--- src/rtl/rf_wport_arbiter_pkg.sv ---
`default_nettype none
// ============================================================================
// Module      : rf_wport_arbiter_pkg
// Description : Shared widths, register-zero constant and arbiter state codes
//               for the register-file write-port arbiter.
// Revision    : 1.0 - initial release
// ============================================================================
package rf_wport_arbiter_pkg;

    localparam int DATA_W_DEF   = 32;
    localparam int ADDR_W_DEF   = 5;
    localparam int MAX_WAIT_DEF = 4;

    localparam logic [4:0] ZERO_REG = 5'd0;

    typedef enum logic [0:0] {
        NORMAL  = 1'b0,
        STARVED = 1'b1
    } arb_state_t;

    // Counter must be able to hold MAX_WAIT itself (saturation value).
    function automatic int wait_cnt_w(input int max_wait);
        return $clog2(max_wait + 1);
    endfunction

endpackage
`default_nettype wire

--- src/rtl/rf_wport_arbiter_mux2.sv ---
`default_nettype none
// ============================================================================
// Module      : rf_wport_arbiter_mux2
// Description : Two-input mux used for the destination and write-data paths;
//               s = 1 selects the r1 (mult/div) input.
// Revision    : 1.0 - initial release
// ============================================================================
module rf_wport_arbiter_mux2 #(
    parameter int WIDTH = 5
) (
    input  logic             s,
    input  logic [WIDTH-1:0] a,
    input  logic [WIDTH-1:0] b,
    output logic [WIDTH-1:0] y
);

    assign y = s ? b : a;

endmodule
`default_nettype wire

--- src/rtl/rf_wport_arbiter.sv ---
`default_nettype none
// ============================================================================
// Module      : rf_wport_arbiter
// Description : Shares the register-file write port between the pipeline
//               writeback (r0, fixed priority) and the mult/div unit (r1,
//               aging-protected). Winning write is registered one cycle.
// Revision    : 1.0 - initial release
// ============================================================================
module rf_wport_arbiter
    import rf_wport_arbiter_pkg::*;
#(
    parameter int DATA_W   = DATA_W_DEF,
    parameter int ADDR_W   = ADDR_W_DEF,
    parameter int MAX_WAIT = MAX_WAIT_DEF
) (
    input  logic              clk,
    input  logic              reset,
    input  logic              r0_valid,
    output logic              r0_ready,
    input  logic [ADDR_W-1:0] r0_dest,
    input  logic [DATA_W-1:0] r0_data,
    input  logic              r1_valid,
    output logic              r1_ready,
    input  logic [ADDR_W-1:0] r1_dest,
    input  logic [DATA_W-1:0] r1_data,
    output logic              wsel,
    output logic              rf_we,
    output logic [ADDR_W-1:0] rf_wn,
    output logic [DATA_W-1:0] rf_d,
    output logic              starved
);

    localparam int                c_cnt_w     = wait_cnt_w(MAX_WAIT);
    localparam logic [c_cnt_w-1:0] c_wait_max  = c_cnt_w'(MAX_WAIT);
    localparam logic [c_cnt_w-1:0] c_wait_last = c_cnt_w'(MAX_WAIT - 1);
    localparam logic [ADDR_W-1:0]  c_zero_reg  = ADDR_W'(ZERO_REG);

    arb_state_t         r_state;
    logic [c_cnt_w-1:0] r_wait_cnt;
    logic               r_wsel;
    logic               r_rf_we;
    logic [ADDR_W-1:0]  r_rf_wn;
    logic [DATA_W-1:0]  r_rf_d;

    logic               w_grant0;
    logic               w_grant1;
    logic               w_grant;
    logic               w_r1_loses;
    logic [ADDR_W-1:0]  w_dest;
    logic [DATA_W-1:0]  w_data;

    // Grants depend only on the valids and the registered state.
    always_comb begin
        w_grant0 = 1'b0;
        w_grant1 = 1'b0;
        if (r_state == STARVED) begin
            w_grant1 = r1_valid;
            w_grant0 = r0_valid && !r1_valid;
        end else begin
            w_grant0 = r0_valid;
            w_grant1 = r1_valid && !r0_valid;
        end
    end

    assign w_grant    = w_grant0 || w_grant1;
    assign w_r1_loses = r1_valid && !w_grant1;

    rf_wport_arbiter_mux2 #(.WIDTH(ADDR_W)) u_mux2x5 (
        .s (w_grant1),
        .a (r0_dest),
        .b (r1_dest),
        .y (w_dest)
    );

    rf_wport_arbiter_mux2 #(.WIDTH(DATA_W)) u_mux2x32 (
        .s (w_grant1),
        .a (r0_data),
        .b (r1_data),
        .y (w_data)
    );

    always_ff @(posedge clk or posedge reset) begin
        if (reset) begin
            r_state    <= NORMAL;
            r_wait_cnt <= '0;
            r_wsel     <= 1'b0;
            r_rf_we    <= 1'b0;
            r_rf_wn    <= '0;
            r_rf_d     <= '0;
        end else begin
            // Register zero is accepted but never written.
            if (w_grant) begin
                r_wsel  <= w_grant1;
                r_rf_we <= (w_dest != c_zero_reg);
                r_rf_wn <= w_dest;
                r_rf_d  <= w_data;
            end else begin
                r_rf_we <= 1'b0;
            end

            if (!r1_valid || w_grant1) begin
                r_wait_cnt <= '0;
            end else if (r_wait_cnt != c_wait_max) begin
                r_wait_cnt <= r_wait_cnt + 1'b1;
            end

            if (r_state == NORMAL) begin
                if (w_r1_loses && (r_wait_cnt == c_wait_last)) begin
                    r_state <= STARVED;
                end
            end else begin
                if (w_grant1 || !r1_valid) begin
                    r_state <= NORMAL;
                end
            end
        end
    end

    assign r0_ready = w_grant0;
    assign r1_ready = w_grant1;
    assign wsel     = r_wsel;
    assign rf_we    = r_rf_we;
    assign rf_wn    = r_rf_wn;
    assign rf_d     = r_rf_d;
    assign starved  = (r_state == STARVED);

endmodule
`default_nettype wire
--- config.mk ---
export PLATFORM = sky130hd
export DESIGN_NAME = rf_wport_arbiter
export DESIGN_NICKNAME = d
export VERILOG_FILES = /design/src/rtl/rf_wport_arbiter_pkg.sv /design/src/rtl/rf_wport_arbiter_mux2.sv /design/src/rtl/rf_wport_arbiter.sv
export SDC_FILE = /design/constraint.sdc
export NUM_CORES = 1
export LEC_CHECK = 0
export BUFFER_PORTS_ARGS = -buffer_cell sky130_fd_sc_hd__buf_2
export CAP_MARGIN = 20
export CORE_UTILIZATION = 30
export DETAILED_ROUTE_END_ITERATION = 8
export PLACE_DENSITY = 0.69
export SLEW_MARGIN = 20
export SYNTH_ARGS = -nofsm -noshare
export SYNTH_HDL_FRONTEND = slang
export SYNTH_SLANG_ARGS = --single-unit
--- constraint.sdc ---
create_clock -name clk -period 1.71 [get_ports clk]
set_clock_uncertainty 0.15 [all_clocks]
set_input_delay 0.342 -clock clk [delete_from_list [all_inputs] [get_ports clk]]
set_output_delay 0.342 -clock clk [all_outputs]
set_load 0.1 [all_outputs]
==> run summary, run 1 <==
status = finished with violations
violated checks = design-rule violations, negative setup slack
min-delay worst type = primary input to flop
final hold viol count = 0
worst slack at placement = 0.1485 ns
die area = 7033 µm²
Final setup viols = 2
area grow syn2layout = 43.37%
largest net degree at the start of global routing = 26
Achievable Freq = 0.5609 GHz
Cells after DPL = 394
CTS sink count = 43
core area = 6422 µm²
synthesized flop and latch total = 43
post-synth design cell area = 2011 µm²
leakage power = 1.457 nW
Die H = 83.87 µm
number of primary I/O pins = 120
hold slack final = 0.1084 ns
clk slew on worst S/H paths = 0.08 ns
post-DR vias/cell = 4.859
CTS Buf Count = 5
Initial Utilization = 31.31%
worst path required time = 1.22 ns
GP Congestion = 0.7404
critical path peak fanout = 3
global route overflow = 0
final antenna diode count = 0
drc violations = 14
initial antenna violation count = 0
Final Cell Area = 2883 µm²
Setup CP Type = flop to primary output
Synth area leaders = dfrtp_1 (54%), o32ai_1 (15%), a21oi_1 (9.0%)
register area share after synthesis = 53.52%
Cell Count, Final, Fillers Out = 405
GRT Total Usage = 15.51%
H-tree Lvls = 2
Die Width = 83.87 µm
proportion of layout cells with a drive suffix above 1 = 45.73%
CTS root buf = clkbuf_8
final worst slack = -0.07301 ns
crit end category = primary output
TritonCTS clock tree = done
clk_lat worst skew = 0.30 ns
Syn. warnings = 0
Tcrit/Tclk final = 104.3%
synth unique cells = 21
EDFF count, synth = 0
1st-pass router iterations = 6
worst rel slew slack = 67.52%
Slew Viols, Final = 0
IR drop worst, VDD = 0.3797 mV
nets@finish = 408
synthesized instance count = 202
PwrDens = 1012 nW/µm²
Post-DP Area = 2755 µm²
Post-DRT Antenna Nets = 0
Slew @ Worst Pin = 0.4906 ns
first-pass GRT wire length = 8.749 mm
CTS max path bufs = 2
Synth area leader = dfrtp_1
RSZ-0062 raised after global routing = true
Buffers on Ports = 119
syn avg cell area = 9.954 µm²
CP Launch Type = flop
Tmin final = 1.783 ns
Initial DRC Count = 109
post-synth top area share = 53.52%
# rows = 29
DR WL/cell = 13.13 µm
number of global-route vias before repair = 1934
Mapped Nets = 283
Top FF cell, synth = dfrtp_1
# Max-Cap Violations = 0
Vias = 1968
ys async rst share = 100.0%
dpl hpwl = 3.929 mm
fillers = 628
Arrival @ worst endpoint = 1.29 ns
drt total wl = 5.319 mm
[stage by stage]
step	utilization, %	setup TNS [ns]	power (mW)
2_1_floorplan	-	-0.4045	2.044
3_3_place_gp	42.90	0	2.287
3_5_place_dp	42.90	0	2.297
4_1_cts	44.77	-0.1342	2.955
5_1_grt	44.89	-0.2097	3.048
6_report	44.89	-0.1226	2.918
[sequential cells by signal (all words and copies together), names as in the netlist]
register and flops:
r_wait_cnt 3, rf_d 32, rf_we 1, rf_wn 5
starved 1, wsel 1
[Yosys cell counts, drive strengths merged (2+ instances only)]
cell type	n
mux2	3
a21oi	36
o22ai	4
dfrtp	43
ha	3
clkbuf	4
buf	12
nor2	11
inv	40
o32ai	34
or4	2
nand2	4
[layout make-up]
type | count | area, µm² | area share (%)
clock buffer | 6 | 72.57 | 2.517
clock inverter | 2 | 12.51 | 0.4340
inverter | 40 | 156.4 | 5.425
sequential | 43 | 1080 | 37.46
tap | 77 | 96.34 | 3.342
multi-input combinational | 103 | 709.4 | 24.61
timing repair buffer | 134 | 755.7 | 26.22
[critical path, stage by stage, from the launching register on]
cell and delay [ns]:
dfrtp_4 0.51, a21bo_4 0.23, clkinvlp_4 0.08, buf_12 0.17
[path summary, 6_finish.rpt]
check	from	end	slack [ns]	depth (start not counted)
min in group asynchronous	reset	rf_wn[0]	0.43	3
worst max register to register	starved	rf_d[15]	0.14	5
max in group asynchronous	reset	rf_d[9]	0.41	4
worst min register to register	wsel	wsel	0.35	2
worst max-delay path	starved	r0_ready	-0.07	3
worst min-delay path	r1_data[28]	rf_d[28]	0.11	3
[where the power goes]
part           internal (mW)  switching (mW)
clock network          0.286           0.354
logic                  0.234           0.890
registers               1.11          0.0482
[kinds of logic after synthesis]
group,Yosys count,synth area share (%)
adder cells (fa/ha/maj),3,1.867
XOR/XNOR,1,0.4357
AND/OR/NAND/NOR,21,4.729
AO/OA/AOI/OAI,75,25.51
flip-flops,43,53.52
multiplexers,3,1.680
buffers and inverters,56,12.26
[what timing repair did]
action	in CTS	in global routing
resized for setup	2	2
endpoints found under the setup margin	2	2
buffers inserted	2	0
hold endpoints to repair	18	0
hold buffers	1	0
[layer usage]
layer	global-route usage (%)	routed length [µm]	up-vias
met4	4.859	57	0
met3	3.561	311	6
met2	26.23	2586	76
met1	19.63	2364	923
li1	-	-	963
met5	0	0	-
[cell usage in the layout, fill, tap and decap left out, drive strengths merged]
master,instances
dfrtp,43
o32ai,34
a21bo,1
xnor2,1
ha,3
nor2b,1
o22ai,4
buf,133
clkinvlp,2
clkbuf,6
a21oi,36
and3,1
nor2,11
dlygate4sd3,1
nand3,1
or4,2
mux2,3
nand2b,1
clkinv,1
nand2,4
inv,39
Note: power is estimated with default switching activity, not from simulation.
==> run 2, diff against run 1 <==
Settings changed: CORE_UTILIZATION 30 to 43, PLACE_DENSITY 0.69 to 0.89, TNS_END_PERCENT set to 1.
==> run summary, run 2 (synthesis gave the netlist of run 1 again) <==
final antenna diode count = 0
max layer used = met4
drc violations = 0
fillers = 368
slowest stage delay, CP = 0.51 ns
Die H = 70.38 µm
slowest cell on the critical path = dfrtp_4
Die Width = 70.38 µm
Vias = 2004
post-DR vias/cell = 5.288
CP Cell Sequence = a21bo_4 > clkinvlp_4 > buf_12
Initial Utilization = 45.55%
IR drop worst, VDD = 0.6270 mV
Setup CP Type = flop to primary output
Metal-1 WL = 2.147 mm
final worst slack = -0.07182 ns
DR WL/cell = 13.63 µm
Cell Count, Final, Fillers Out = 379
CTS max path bufs = 2
first-pass GRT wire length = 8.604 mm
WL met2 = 2.727 mm
Achievable Freq = 0.5612 GHz
area grow syn2layout = 42.19%
final hold viol count = 0
H-tree Lvls = 2
proportion of layout cells with a drive suffix above 1 = 45.26%
dpl hpwl = 3.908 mm
Final Power = 2.966 mW
CP Launch Type = flop
CTS root buf = clkbuf_8
initial antenna violation count = 0
leakage power = 1.460 nW
Hold Path Depth = 3
Slew Viols, Final = 0
Post-DRT Antenna Nets = 0
Slew @ Worst Pin = 0.6126 ns
Tmin final = 1.782 ns
drt total wl = 5.164 mm
crit end category = primary output
number of global-route vias before repair = 2018
most frequent cells in the layout = buf_2 (116), dfrtp_1 (42), inv_1 (37), a21oi_1 (36), o32ai_1 (34)
TritonCTS clock tree = done
Worst Reg-to-Reg Cells = 4
number of primary I/O pins = 120
CTS sink count = 43
Cells after DPL = 369
Final setup viols = 2
RSZ-0062 raised after global routing = true
Buffers on Ports = 119
die area = 4953 µm²
Largest register FFs = 32
critical path peak fanout = 3
Initial DRC Count = 80
met3 wire length = 268 µm
PwrDens = 1037 nW/µm²
GRT Total Usage = 21.84%
1st-pass router iterations = 4
CTS Buf Count = 5
largest net degree at the start of global routing = 27
worst path required time = 1.22 ns
worst rel slew slack = 58.91%
commonest non-fill, non-tap cell in the layout = buf_2
nets@finish = 407
clk slew on worst S/H paths = 0.08 ns
TNS Setup = -0.1205 ns
Tcrit/Tclk final = 104.2%
# Max-Cap Violations = 0
Arrival @ worst endpoint = 1.29 ns
global route overflow = 0
status = finished with violations
core area = 4414 µm²
clk_lat worst skew = 0.28 ns
min-delay worst type = primary input to flop
# rows = 24
Final Core Density = 64.77%
GP Congestion = 0.8545
violated checks = negative setup slack
run 2: path summary, 6_finish.rpt:
check | start | to | slack [ns]
setup / recovery | starved | r0_ready | -0.07
hold / removal | r1_data[19] | rf_d[19] | 0.13
setup reg to reg | starved | rf_d[13] | 0.24
hold reg to reg | wsel | wsel | 0.35
max in group asynchronous | reset | rf_d[8] | 0.37
min in group asynchronous | reset | rf_d[9] | 0.46
run 2: where the power goes:
group	total (mW)	internal [mW]	switching (mW)	leakage, nW
Combinational	1.13	0.233	0.893	0.917
Sequential	1.15	1.11	0.0469	0.491
Clock	0.687	0.369	0.318	0.0515
run 2: worst max-delay path, delay by kind of cell, from the launching register on:
family          cells  cell delay, ns
flops               1            0.51
buf+inv             2            0.26
compound gates      1            0.24
run 2: through the flow:
stage / setup WS [ns] / hold slack [ns] / cell area (µm²)
6_report: -0.07182 / 0.1252 / 2859
3_5_place_dp: 0.1510 / 0.2149 / 2724
5_1_grt: -0.1044 / 0.1229 / 2859
3_3_place_gp: 0.1844 / 0.2090 / 2724
2_1_floorplan: -0.2363 / 0.3162 / 2027
4_1_cts: -0.06367 / 0.1133 / 2851
run 2: what timing repair did:
action / CTS / global route
gates resized for setup: 2 / 2
hold buffers: 1 / 0
endpoints found under the hold margin: 16 / 0
buffers inserted: 1 / 0
endpoints found under the setup margin: 2 / 2
run 2: metal layers:
layer  track usage (%)  vias up
met4             6.000        0
met5                 0        -
met3             3.463        2
met1             25.19      967
met2             41.16       79
li1                  -      956
run 2: cell type report:
| class | instances | area (µm²) | area share, % |
|---|---|---|---|
| Tap cell | 52 | 65.06 | 2.276 |
| Clock buffer | 8 | 100.1 | 3.501 |
| Multi-Input combinational cell | 103 | 709.4 | 24.81 |
| Timing Repair Buffer | 133 | 748.2 | 26.17 |
| Inverter | 40 | 156.4 | 5.470 |
| Sequential cell | 43 | 1080 | 37.77 |
